`config.mk`:
```
export PLATFORM = sky130hd
export DESIGN_NAME = updown_counter
export DESIGN_NICKNAME = d
export VERILOG_FILES = /design/src/rtl/updown_counter.sv
export SDC_FILE = /design/constraint.sdc
export NUM_CORES = 1
export LEC_CHECK = 0
export BUFFER_PORTS_ARGS = -buffer_cell sky130_fd_sc_hd__clkbuf_2
export CORE_MARGIN = 1.5
export CORE_UTILIZATION = 61
export CTS_BUF_LIST = sky130_fd_sc_hd__clkbuf_2 sky130_fd_sc_hd__clkbuf_4 sky130_fd_sc_hd__clkbuf_8
export DETAILED_ROUTE_END_ITERATION = 10
export GPL_TIMING_DRIVEN = 1
export PLACE_DENSITY = 0.87
export SETUP_SLACK_MARGIN = 0.5
export SLEW_MARGIN = 20
export SYNTH_ARGS = -nofsm -noshare
export SYNTH_HDL_FRONTEND = slang
export SYNTH_SLANG_ARGS = --single-unit
```
`constraint.sdc`:
```
create_clock -name i_clk -period 7.4 [get_ports i_clk]
set_clock_uncertainty 0.15 [all_clocks]
set_input_delay 1.48 -clock i_clk [delete_from_list [all_inputs] [get_ports i_clk]]
set_output_delay 1.48 -clock i_clk [all_outputs]
set_load 0.005 [all_outputs]
```
`src/rtl/updown_counter.sv`:
```
// Parametrised up/down counter with prescaled count enable, programmable step,
// synchronous clear/load and wrap-or-saturate limit handling with registered event flags.
module updown_counter #(
    parameter int                WIDTH       = 16,
    parameter logic [WIDTH-1:0]  MAX_VALUE   = {WIDTH{1'b1}},
    parameter logic [WIDTH-1:0]  RESET_VALUE = '0,
    parameter int                PRESCALE    = 1,
    parameter bit                SATURATE    = 1'b0
) (
    input  logic             i_clk,
    input  logic             i_reset,
    input  logic             i_enable,
    input  logic             i_up,
    input  logic [WIDTH-1:0] i_step,
    input  logic             i_clear,
    input  logic             i_load,
    input  logic [WIDTH-1:0] i_load_value,
    output logic [WIDTH-1:0] o_value,
    output logic             o_tick,
    output logic             o_wrap,
    output logic             o_at_max,
    output logic             o_at_min
);

    // A single-bit prescaler is kept even for PRESCALE=1; it simply never leaves 0.
    localparam int              PW       = (PRESCALE > 1) ? $clog2(PRESCALE) : 1;
    localparam logic [PW-1:0]   PRE_LAST = PW'(PRESCALE - 1);
    localparam logic [WIDTH:0]  LIMIT    = {1'b0, MAX_VALUE};
    localparam logic [WIDTH:0]  MODULUS  = LIMIT + (WIDTH+1)'(1);

    logic [WIDTH-1:0] value_q;
    logic [WIDTH-1:0] value_d;
    logic [PW-1:0]    pre_q;
    logic [PW-1:0]    pre_d;
    logic             tick_q;
    logic             tick_d;
    logic             wrap_q;
    logic             wrap_d;

    logic [WIDTH-1:0] step_clamped;
    logic [WIDTH-1:0] load_clamped;
    logic             step_cycle;
    logic [WIDTH:0]   sum_up;
    logic [WIDTH:0]   sum_down_wrap;

    always_comb begin
        step_clamped  = (i_step > MAX_VALUE) ? MAX_VALUE : i_step;
        load_clamped  = (i_load_value > MAX_VALUE) ? MAX_VALUE : i_load_value;
        step_cycle    = i_enable && (pre_q == PRE_LAST);
        sum_up        = {1'b0, value_q} + {1'b0, step_clamped};
        // Never exceeds 2*MAX_VALUE+1, so WIDTH+1 bits hold it exactly.
        sum_down_wrap = {1'b0, value_q} + MODULUS - {1'b0, step_clamped};
    end

    always_comb begin
        value_d = value_q;
        pre_d   = pre_q;
        tick_d  = 1'b0;
        wrap_d  = 1'b0;
        if (i_clear) begin
            value_d = RESET_VALUE;
            pre_d   = '0;
        end else if (i_load) begin
            value_d = load_clamped;
            pre_d   = '0;
        end else if (step_cycle) begin
            pre_d  = '0;
            tick_d = 1'b1;
            if (i_up) begin
                if (sum_up > LIMIT) begin
                    wrap_d  = 1'b1;
                    value_d = SATURATE ? MAX_VALUE : WIDTH'(sum_up - MODULUS);
                end else begin
                    value_d = WIDTH'(sum_up);
                end
            end else begin
                if (step_clamped > value_q) begin
                    wrap_d  = 1'b1;
                    value_d = SATURATE ? '0 : WIDTH'(sum_down_wrap);
                end else begin
                    value_d = value_q - step_clamped;
                end
            end
        end else if (i_enable) begin
            pre_d = pre_q + PW'(1);
        end
    end

    always_ff @(posedge i_clk or posedge i_reset) begin
        if (i_reset) begin
            value_q <= RESET_VALUE;
            pre_q   <= '0;
            tick_q  <= 1'b0;
            wrap_q  <= 1'b0;
        end else begin
            value_q <= value_d;
            pre_q   <= pre_d;
            tick_q  <= tick_d;
            wrap_q  <= wrap_d;
        end
    end

    assign o_value  = value_q;
    assign o_tick   = tick_q;
    assign o_wrap   = wrap_q;
    assign o_at_max = (value_q == MAX_VALUE);
    assign o_at_min = (value_q == '0);

endmodule

```
* After elaboration in Yosys (flattened, before gate mapping)
Index checks and enable logic that the tools add are counted.
** Word-level totals
- Register bits :: 19
- Input port bits :: 38
- Word-level logic and storage cells :: 41
- Output and inout bits :: 20
** Cells by class
- Reduce and logical (&&, ||, !) cells :: 4
- Equality and inequality tests :: 1
- $lt $le $gt $ge :: 4
- $add $sub $neg :: 6
- Multiplexer cells :: 21
- Bitwise operators :: 1
** Operators by type and width (count)
- $mux 16 :: 8
- $gt 16x16->1 const B :: 2
- $sub 16x16->16 :: 2
- $add 16x16->17 :: 1
- $gt 17x16->1 const B :: 1
- $add 16x1->16 const B :: 1
- $eq 16x16->1 const B :: 1
- $gt 16x16->1 :: 1
- $logic_not 16->1 :: 1
- $sub 16x1->16 const B :: 1
- $mux 1 :: 13
- $reduce_bool 4->1 :: 1
- $reduce_bool 3->1 :: 1
- $add 1x1->1 const B :: 1
- $logic_and 1x1->1 :: 1
- $not 1->1 :: 1

* Depth between registers and ports, before layout
Gate-level depths: netlist of the first run.
- Word-level depth :: 9
- Depth in mapped cells :: 11
- Gate-level depth less buffers :: 11

* Least setup slack after synthesis of the first run
OpenSTA, ideal clock, no wires.
- Path kind :: input-to-reg
- From :: in i_step[0]
- To :: reg wrap_q, in the netlist o_wrap
- Setup slack :: 3.869 ns
- Path buffers :: 0
- Setup time :: 0.082 ns
- Arrival :: 3.299 ns
- Data required time :: 7.168 ns
- Stages on the path :: 9
- Cell sequence :: ha_1 > inv_1 > fa_1 > a211oi_2 > o21ai_1 > and3_4 > a211o_1 > or4_1 > a31oi_1
** Between the ends
- Longest elaborated chain between the ends :: 9
- Elaborated cells between the ends (all ways) :: 11
- Those cells by class :: add/sub: 1; order compare: 3; mux: 7
** RTL lines
- start, declared :: RTL line 14 : input logic [WIDTH-1:0] i_step,
- $gt 16x16->1 :: RTL line 47 : step_clamped = (i_step > MAX_VALUE) ? MAX_VALUE : i_step;
- $mux 16 (*) :: RTL line 47
- $add 16x16->17 :: RTL line 50 : sum_up = {1'b0, value_q} + {1'b0, step_clamped};
- $gt 17x16->1 :: RTL line 70 : if (sum_up > LIMIT) begin
- $mux 1 :: RTL line 70
- $mux 1 (*) :: RTL line 69 : if (i_up) begin
- $mux 1 (*) :: RTL line 66 : end else if (step_cycle) begin
- $mux 1 (*) :: RTL line 63 : end else if (i_load) begin
- $mux 1 (*) :: RTL line 60 : if (i_clear) begin
- net wrap_d :: RTL line 38 : logic wrap_d;
- end signal, assigned :: RTL line 99 : wrap_q <= wrap_d;
- end, declared :: RTL line 37 : logic wrap_q;
Mark *: on every way through the listed nets, which the timed path passes. The rest lies on a longest branch.
A chain may end at the register's enable or synchronous reset.

* Worst setup path in the final report of the first run
- From :: in i_step[7]
- To :: reg value_q[12], in the netlist o_value[12]
** Between the ends
- Longest elaborated chain between the ends :: 9
- Elaborated cells between the ends (all ways) :: 14
- Those cells by class :: add/sub: 4; order compare: 3; mux: 7
** RTL lines
- $gt 16x16->1 :: RTL line 47
- $mux 16 (*) :: RTL line 47
- $add 16x16->17 :: RTL line 50
- $sub 16x1->16 or $gt 17x16->1 (tied branches) :: RTL line 72, 70
- $mux 16 :: RTL line 70
- $mux 16 (*) :: RTL line 69
- $mux 16 (*) :: RTL line 66
- $mux 16 (*) :: RTL line 63
- $mux 16 (*) :: RTL line 60
- end signal, assigned :: RTL line 96 : value_q <= value_d;
- end, declared :: RTL line 31 : logic [WIDTH-1:0] value_q;
Mark *: on every way between the ends. The rest lies on a longest branch, timed or not. The select of a mux whose other input is x is not followed.

==> key figures, run 1 <==
Power
  • Pwr Density: 173 mW/mm^2
  • VDD IR max: 0.140 mV
  • Tot Pwr: 0.489 mW
  • Leak Pwr: 1.40 nW

Critical path
  • Crit-path max FO: 9
  • Startpoint types: primary input
  • Critical Path End Type: flip-flop
  • Crit path required time: 7.37 ns
  • Data arrival, critical path: 3.62 ns
  • Crit Path Category: in2reg

Timing
  • Final Setup Violations: 0
  • Slew Limit Fails: 0
  • Worst-margin pin slew: 0.881 ns
  • Max Freq: 274 MHz
  • Post-Route Setup TNS: 0 ns
  • Final worst setup slack: 3.75 ns
  • Period utilization: 49.3%
  • Final-report hold violation count: 0
  • RSZ-0062 raised after global routing: no
  • Slew margin rel.: 41.2%
  • Final min period: 3.65 ns

Clock network
  • Total CTS buffers: 3
  • Root Driver: clkbuf_8
  • Post CTS Setup Buffer Count: 0
  • Clock sinks: 19
  • Worst-path clk slew: 0.07 ns
  • TritonCTS clock tree: yes
  • Post-CTS sizing: 0
  • Clk Latency, worst-skew pair: 0.25 ns
  • Clk buf depth: 2
  • Hold_buf cts: 0
  • CTS H-tree depth: 1

Global routing
  • Met1 Track Usage GR: 39.2%
  • Busiest grt layer: met2
  • GRT met3 Usage: 5.07%
  • Total Routing Usage GR: 30.9%
  • Largest net degree at the start of global routing: 38
  • Met2 GRT Util: 54.7%
  • First-pass GRT wire length: 10600 um
  • Initial antenna violation count: 0
  • Vias in the first global route: 2376
  • Grt total ovfl: 0

Finish
  • Ant diodes: 0
  • Nets: 435
  • Share of cells above drive strength 1: 20.4%
  • Final non-filler cell total: 412
  • Fillers: 343
  • Area Overhead vs Synth: 13.1%
  • Most frequent cells in the layout: clkbuf_2, ha_1, inv_1
  • Post-route cell area: 0.00283 sq mm
  • Most common cell after layout, fill and taps aside: clkbuf_2

Routing
  • DRC Markers: 0
  • Initial DRT Pass Iterations: 5
  • Final ANT Viol Nets: 0
  • Total Wirelength: 6750 um
  • Routed len/inst: 16.4 um
  • 1st-iter DRT viols: 202
  • Via/cell ratio: 6.48
  • Routed vias: 2669

Floorplan
  • Die width: 67.1 um
  • Die Ht: 67.1 um
  • CORE AREA: 0.00397 sq mm
  • IO Pins: 58
  • Site row count: 23
  • Initial Util: 63.0%
  • Die ar.: 0.00450 sq mm

Logic synthesis
  • Main combinational cell family by area after synthesis: compound AO/OA/AOI/OAI gates
  • Synth Area in XOR/XNOR: 4.90%
  • Synth Area in Compound Gates: 32.2%
  • Synth cell types: 50
  • Yosys top cell by area: dfrtp_1
  • Mapped Nets: 390
  • FF+latch count, synth: 19
  • Ys Warns: 0
  • Share of the synthesized area in the top cell type: 19.0%
  • Top cells by area, synth: dfrtp_1, ha_1, o21ai_0
  • Mapped Area: 0.00250 sq mm
  • Avg Inst Size Synth: 7.87 sq um
  • Async S/R FF share, synth: 100%
  • Synthesized-area fraction occupied by adder cells: 17.6%
  • EDFF count, synth: 0
  • Simple-Gate Fraction of Synth Area: 16.9%
  • Post-synthesis mux area share: 1.20%
  • Mapped Cells: 318
  • Post-synth top flop: dfrtp_1
  • Sequential fraction of the synthesis area: 19.0%

Placement
  • Port Buffers: 57
  • Placer Congestion: 0.995
  • Placed cell areas: 0.00278 sq mm
  • DP HPWL: 5290 um
  • Post-Place Setup Slack: 3.55 ns
  • DP Cell Count: 408

Status
  • Status: finished clean

Min path
  • Worst hold path class: reg2reg

Job
  • Max-cap violation count: 0
logic make-up (layout without fill, tap and decap cells):
logic type,Yosys count,count (layout)
compound gates,119,119
xor+xnor,14,14
fa+ha+maj,34,34
buf+inv,50,94
flops,19,19
mux,3,3
simple gates,79,79
per-layer routing:
layer  share of wire, %  wire length, um  vias up
met1                 41             2800     1273
met5                  0                0        -
met4                1.6              111        0
li1                   -                -     1260
met3                6.5              442       14
met2                 50             3400      122
synth_stat cells (5+ instances only):
cell type / instances
clkbuf_1: 9
buf_2: 7
a211oi_1: 5
nand2_1: 15
nor2_1: 18
nor2b_1: 7
ha_1: 32
inv_1: 29
nand4_1: 5
a21o_1: 6
nor3_1: 5
o21ai_1: 12
xnor2_1: 12
a21oi_1: 22
dfrtp_1: 19
o21ai_0: 23
nor4_1: 10
a22oi_1: 13
power by group:
| part | switching [mW] | internal, mW | total [mW] |
|---|---|---|---|
| Combinational | 0.160 | 0.113 | 0.273 |
| Clock | 0.0324 | 0.0419 | 0.0743 |
| Sequential | 0.0251 | 0.117 | 0.142 |
| Total | 0.217 | 0.272 | 0.489 |
sequential cells by signal, summed over array words and instances, names as in the netlist:
register	count
pre_q	1
o_value	16
o_tick	1
o_wrap	1
critical path, cell delays in order:
cell and delay, ns:
clkbuf_2 0.09, inv_1 0.04, ha_1 0.46, inv_1 0.15, a21oi_1 0.34, o211ai_1 0.23, and4_1 0.24, a211oi_1 0.32
xnor2_1 0.19, o21ai_1 0.08
through the flow:
step	util, %	hold slack [ns]
after CTS	71.1	0.398
after detailed placement	69.9	0.389
final	71.3	0.404
after global placement	69.9	0.381
after global routing	71.3	0.416
after floorplan	-	0.372
worst paths after layout:
path / startpoint / end / slack, ns / cells past startpoint
setup / recovery: i_step[7] / o_value[12] / 3.75 / 10
hold / removal: pre_q / pre_q / 0.40 / 1
setup reg to reg: o_value[0] / o_wrap / 4.58 / 10
hold reg to reg: pre_q / pre_q / 0.40 / 1
max in group asynchronous: i_reset / o_value[13] / 5.49 / 2
min in group asynchronous: i_reset / o_value[0] / 1.16 / 2
final cells by class:
type | instances | area, sq um | share of cell area [%]
timing repair buffer | 57 | 285 | 10.1
tap | 50 | 62.6 | 2.21
multi-input combinational | 249 | 1840 | 64.8
clock buffer | 4 | 48.8 | 1.72
sequential | 19 | 475 | 16.8
inverter | 33 | 124 | 4.37
No activity file was read; power rests on OpenSTA's default activity.
==> run 2: changes to the inputs <==
CORE_UTILIZATION = 51   (was 61)
PLACE_DENSITY = 0.77   (was 0.87)
clock period = 2.9 ns   (was 7.4 ns; I/O delays follow)
==> run 2 against run 1 <==
Compared with the run above:
- largest power group unchanged
- clock power rose to 2.7 times the previous value
- design area is 13% higher
- die area rose by 19%
- sequential cell count stayed put
- largest cell class unchanged
- clock-buffer cell count is the same
- setup slack worse by 3.5 ns
- routed wire length is 13% higher
==> key figures, run 2 (synthesized netlist as in run 1, its figures left out) <==
Status
  • Status: finished clean (unchanged)

Clock network
  • Root Driver: clkbuf_8 (unchanged)
  • Worst-path clk slew: 0.07 ns (about the same)
  • CTS H-tree depth: 1 (unchanged)
  • Hold_buf cts: 0 (unchanged)
  • Clock sinks: 19 (unchanged)
  • Total CTS buffers: 3 (unchanged)
  • TritonCTS clock tree: yes (unchanged)
  • Clk Latency, worst-skew pair: 0.26 ns (was 0.25 ns)
  • Clk buf depth: 2 (unchanged)

Routing
  • Initial DRT Pass Iterations: 5 (unchanged)
  • Total Wirelength: 7610 um (was 6750 um)
  • Routed vias: 2713 (was 2669)
  • Via/cell ratio: 6.04 (was 6.48)
  • 1st-iter DRT viols: 249 (was 202)
  • DRC Markers: 0 (unchanged)
  • Routed len/inst: 16.9 um (was 16.4 um)
  • Final ANT Viol Nets: 0 (unchanged)

Floorplan
  • Initial Util: 53.0% (was 63.0%)
  • Site row count: 25 (was 23)
  • Die ar.: 0.00534 sq mm (was 0.00450 sq mm)
  • Die Ht: 73.1 um (was 67.1 um)
  • CORE AREA: 0.00472 sq mm (was 0.00397 sq mm)
  • Die width: 73.1 um (was 67.1 um)
  • IO Pins: 58 (unchanged)

Critical path
  • Crit Path Category: in2reg (unchanged)
  • Crit-path max FO: 3 (was 9)
  • Critical Path End Type: flip-flop (unchanged)
  • Crit-path cells: clkbuf_2 > ha_1 > inv_1 > fa_2 > nor3_4 > nor3_2 > o211ai_1 > a31oi_1 > or4b_1 > a31oi_1 (was clkbuf_2 > inv_1 > ha_1 > inv_1 > a21oi_1 > o211ai_1 > and4_1 > a211oi_1 > xnor2_1 > o21ai_1)
  • Startpoint types: primary input (unchanged)
  • Crit-path max cell delay: 0.48 ns (was 0.46 ns)
  • Crit path required time: 2.93 ns (was 7.37 ns)
  • Most used cell, CP: a31oi_1 (was inv_1)
  • Worst r2r src: o_value[0] (unchanged)
  • Critical path startpoint: i_step[0] (was i_step[7])
  • Register-to-Register Path Depth: 10 (unchanged)
  • Data arrival, critical path: 2.66 ns (was 3.62 ns)
  • Critical path's slowest cell: or4b_1 (was ha_1)

Timing
  • Max Freq: 381 MHz
  • Slew margin rel.: 50.3% (was 41.2%)
  • Final Setup Violations: 0 (unchanged)
  • RSZ-0062 raised after global routing: yes (was no)
  • Period utilization: 90.6%
  • Final min period: 2.63 ns
  • Worst-margin pin slew: 0.744 ns (was 0.881 ns)
  • Final-report hold violation count: 0 (unchanged)
  • Hold Slack: 0.269 ns (was 0.404 ns)
  • Post-Route Setup TNS: 0 ns (unchanged)
  • Slew Limit Fails: 0 (unchanged)

Global routing
  • Vias in the first global route: 2442 (was 2376)
  • First-pass GRT wire length: 11600 um (was 10600 um)
  • Total Routing Usage GR: 28.7% (was 30.9%)
  • Largest net degree at the start of global routing: 20 (was 38)
  • Grt total ovfl: 0 (unchanged)
  • Initial antenna violation count: 0 (unchanged)

Finish
  • Nets: 455 (was 435)
  • Max reg flops: 16 (unchanged)
  • Area Overhead vs Synth: 27.9% (was 13.1%)
  • Most frequent cells in the layout: clkbuf_2, inv_1, ha_1 (was clkbuf_2, ha_1, inv_1)
  • Share of cells above drive strength 1: 33.8% (was 20.4%)
  • Post-route cell area: 0.00320 sq mm (was 0.00283 sq mm)
  • Most common cell after layout, fill and taps aside: clkbuf_2 (unchanged)
  • Ant diodes: 0 (unchanged)

Placement
  • Placed cell areas: 0.00292 sq mm (was 0.00278 sq mm)
  • Port Buffers: 57 (unchanged)
  • DP HPWL: 5730 um (was 5290 um)
  • Placer Congestion: 0.916 (was 0.995)

Min path
  • Worst hold path class: in2async (was reg2reg)

Job
  • Max-cap violation count: 0 (unchanged)

Power
  • Leak Pwr: 1.51 nW (was 1.40 nW)
  • Pwr Density: 440 mW/mm^2 (was 173 mW/mm^2)
  • VDD IR max: 0.211 mV (was 0.140 mV)
run 2: changes by cell type in the layout (fill, tap and decap cells not counted), sizes merged:
cell  previous run  this run
buf              0        20
run 2: final timing paths:
path | slack, ns | to
worst max-delay path | 0.27 | o_wrap
worst min-delay path | 0.27 | o_value[8]
worst max register to register | 0.30 | o_wrap
worst min register to register | 0.39 | pre_q
max in group asynchronous | 1.82 | o_value[3]
min in group i_clk | 0.33 | pre_q
run 2: layout make-up:
cell class | count | area [sq um]
flip-flops and latches | 19 | 479
multi-input cells | 249 | 2020
clock buffers | 4 | 48.8
inverters | 33 | 129
repair buffers | 77 | 444
fillers | 397 | 1520
well taps | 67 | 83.8
run 2: metal layers:
layer | GRT usage (%) | vias to the layer above | wire length, um
li1 | - | 1297 | -
met1 | 35.9 | 1267 | 3130
met2 | 49.8 | 128 | 3780
met3 | 4.28 | 21 | 437
met4 | 10.1 | 0 | 259
met5 | 0 | - | 0
run 2: worst max-delay path: cells and delay by family:
kind | cells | cell delay [ns]
buffers and inverters | 2 | 0.18
adders and majority gates | 2 | 0.54
and+or+nand+nor | 3 | 0.71
AOI/OAI and AO/OA | 3 | 0.66
run 2: report_power, final:
| group | total (mW) | switching [mW] | internal [mW] |
|---|---|---|---|
| sequential | 0.353 | 0.0535 | 0.299 |
| combinational | 0.859 | 0.480 | 0.379 |
| clock | 0.197 | 0.0894 | 0.107 |
| total | 1.41 | 0.623 | 0.785 |
run 2: stage by stage:
| stage | instances | utilization (%) | total power, mW | setup slack, ns |
|---|---|---|---|---|
| after floorplan | 318 | - | 0.866 | 0.342 |
| after global placement | 436 | 61.8 | 1.09 | 0.0356 |
| after detailed placement | 436 | 61.8 | 1.10 | 0.00189 |
| after CTS | 445 | 65.3 | 1.34 | 0.328 |
| after global routing | 449 | 67.8 | 1.50 | 0.222 |
| final | 449 | 67.8 | 1.41 | 0.273 |
run 2: timing repair:
item / 4_1_cts / 5_1_grt
gates resized for setup: 20 / 20
pin swaps: 9 / 14
endpoints found under the setup margin: 9 / 11
buffers inserted: 5 / 4
==> run 3: changes to the inputs <==
REMOVE_ABC_BUFFERS = 1   (was default)
==> run 3 against run 2 <==
Compared with the run above:
- setup slack improved by 0.036 ns
- non-clock buffer count grew 8
- sequential cell count is the same
- global-route usage is 0.45 points higher
- combinational power up 2.3%
- largest power group unchanged
==> key figures, run 3 (synthesized netlist as in run 1, its figures left out) <==
Status
  • Status: finished clean (unchanged)

Floorplan
  • Site row count: 25 (unchanged)
  • Initial Util: 53.0% (unchanged)
  • Die width: 73.1 um (unchanged)
  • Die ar.: 0.00534 sq mm (unchanged)
  • Die Ht: 73.1 um (unchanged)
  • CORE AREA: 0.00472 sq mm (unchanged)
  • IO Pins: 58 (unchanged)

Placement
  • Post-Place Setup Slack: 0.00794 ns (was 0.00189 ns)
  • Placer Congestion: 1.02 (was 0.916)
  • Port Buffers: 57 (unchanged)
  • DP HPWL: 5990 um (was 5730 um)

Timing
  • Worst-margin pin slew: 0.770 ns (was 0.744 ns)
  • RSZ-0062 raised after global routing: yes (unchanged)
  • Final Setup Violations: 0 (unchanged)
  • Post-Route Setup TNS: 0 ns (unchanged)
  • Final-report hold violation count: 0 (unchanged)
  • Slew margin rel.: 48.7% (was 50.3%)
  • Period utilization: 89.3% (was 90.6%)
  • Hold Slack: 0.266 ns (was 0.269 ns)
  • Final min period: 2.59 ns (was 2.63 ns)
  • Max Freq: 386 MHz (was 381 MHz)
  • Final worst setup slack: 0.309 ns (was 0.273 ns)
  • Slew Limit Fails: 0 (unchanged)

Finish
  • Util after Layout: 67.7% (was 67.8%)
  • Most common cell after layout, fill and taps aside: clkbuf_2 (unchanged)
  • Nets: 463 (was 455)
  • Share of cells above drive strength 1: 31.5% (was 33.8%)
  • Ant diodes: 0 (unchanged)
  • Max reg flops: 16 (unchanged)
  • Area Overhead vs Synth: 27.7% (was 27.9%)
  • Most frequent cells in the layout: clkbuf_2, inv_1, buf_4 (was clkbuf_2, inv_1, ha_1)

Power
  • Comb power frac: 62.0% (was 61.0%)
  • Leak Pwr: 1.54 nW (was 1.51 nW)
  • Net Sw Frac: 44.1% (was 44.2%)
  • Clock power share: 13.6% (was 14.0%)
  • P_sw: 0.625 mW (was 0.623 mW)
  • Pwr Density: 443 mW/mm^2 (was 440 mW/mm^2)
  • VDD IR max: 0.282 mV (was 0.211 mV)
  • Sequential cell fraction of total power: 24.4% (was 25.1%)
  • Pint: 0.792 mW (was 0.785 mW)

Global routing
  • Initial antenna violation count: 0 (unchanged)
  • Vias in the first global route: 2552 (was 2442)
  • Grt total ovfl: 0 (unchanged)
  • Total Routing Usage GR: 29.1% (was 28.7%)
  • Largest net degree at the start of global routing: 38 (was 20)
  • First-pass GRT wire length: 12100 um (was 11600 um)

Clock network
  • Worst-path clk slew: 0.07 ns (about the same)
  • Root Driver: clkbuf_8 (unchanged)
  • Clk Latency, worst-skew pair: 0.25 ns (was 0.26 ns)
  • CTS H-tree depth: 1 (unchanged)
  • Clock sinks: 19 (unchanged)
  • Hold_buf cts: 0 (unchanged)
  • Clk buf depth: 2 (unchanged)
  • TritonCTS clock tree: yes (unchanged)
  • Total CTS buffers: 3 (unchanged)

Critical path
  • Crit-path max FO: 3 (unchanged)
  • Crit path required time: 2.93 ns (about the same)
  • Critical path's slowest cell: dfrtp_1 (was or4b_1)
  • Crit-path max cell delay: 0.40 ns (was 0.48 ns)
  • Worst Path Buf+Inv: 2 (unchanged)
  • Startpoint types: flip-flop (was primary input)
  • Critical Path End Type: flip-flop (unchanged)
  • Worst path depth: 10 (unchanged)
  • Crit Path Category: reg2reg (was in2reg)
  • Register-to-Register Path Depth: 10 (unchanged)
  • Data arrival, critical path: 2.62 ns (was 2.66 ns)
  • Crit path max-delay family: compound AO/OA/AOI/OAI gates (was simple AND/OR/NAND/NOR gates)
  • Crit-path cells: inv_1 > ha_2 > inv_2 > fa_2 > a211oi_2 > o21ai_1 > and3_4 > a211o_1 > or4_1 > a31oi_1 (was clkbuf_2 > ha_1 > inv_1 > fa_2 > nor3_4 > nor3_2 > o211ai_1 > a31oi_1 > or4b_1 > a31oi_1)

Routing
  • Via/cell ratio: 6.00 (was 6.04)
  • 1st-iter DRT viols: 169 (was 249)
  • Total Wirelength: 7690 um (was 7610 um)
  • Routed len/inst: 16.8 um (was 16.9 um)
  • Initial DRT Pass Iterations: 5 (unchanged)
  • DRC Markers: 0 (unchanged)
  • Final ANT Viol Nets: 0 (unchanged)
  • Routed vias: 2743 (was 2713)

Job
  • Max-cap violation count: 0 (unchanged)

Min path
  • Worst hold path class: in2async (unchanged)
## run 3: power by group through the flow
stage	clock network [mW]	logic, mW	registers (mW)
3_5_place_dp	0	0.773	0.348
2_1_floorplan	0	0.485	0.350
3_3_place_gp	0	0.761	0.347
6_report	0.193	0.879	0.345
4_1_cts	0.196	0.825	0.344
5_1_grt	0.204	0.957	0.350
## run 3: timing repair
| item | in CTS | in global routing |
|---|---|---|
| buffers inserted | 5 | 2 |
| pin swaps | 8 | 7 |
| hold endpoints to repair | 0 | 0 |
| endpoints found under the setup margin | 10 | 13 |
| cloned | 0 | 0 |
| gates resized for setup | 16 | 15 |
## run 3: layer usage
layer / share of wire, % / vias to the layer above / wire (um) / track usage (%)
met5: 0 / - / 0 / 0
met4: 2.9 / 0 / 223 / 9.22
met3: 5.3 / 18 / 410 / 3.59
met2: 50 / 126 / 3860 / 50.8
met1: 42 / 1281 / 3190 / 37.2
li1: - / 1318 / - / -
## run 3: cell type report
class                   instances  area [sq um]
inverters                      33           124
fillers                       404          1530
well taps                      67          83.8
multi-input cells             249          1970
repair buffers                 85           495
flip-flops and latches         19           477
clock buffers                   4          48.8
## run 3: worst paths after layout
kind	end	slack, ns	from
max	o_wrap	0.31	o_value[0]
min	o_value[12]	0.27	i_reset
max reg2reg	o_wrap	0.31	o_value[0]
min reg2reg	pre_q	0.40	pre_q
max in group asynchronous	o_value[1]	1.84	i_reset
min in group i_clk	pre_q	0.34	i_enable
## run 3: metrics by stage
step,instance area [sq um],cells,total power [mW]
2_1_floorplan,2420,301,0.835
4_1_cts,3110,455,1.36
3_3_place_gp,2960,446,1.11
6_report,3200,457,1.42
5_1_grt,3200,457,1.51
3_5_place_dp,2960,446,1.12
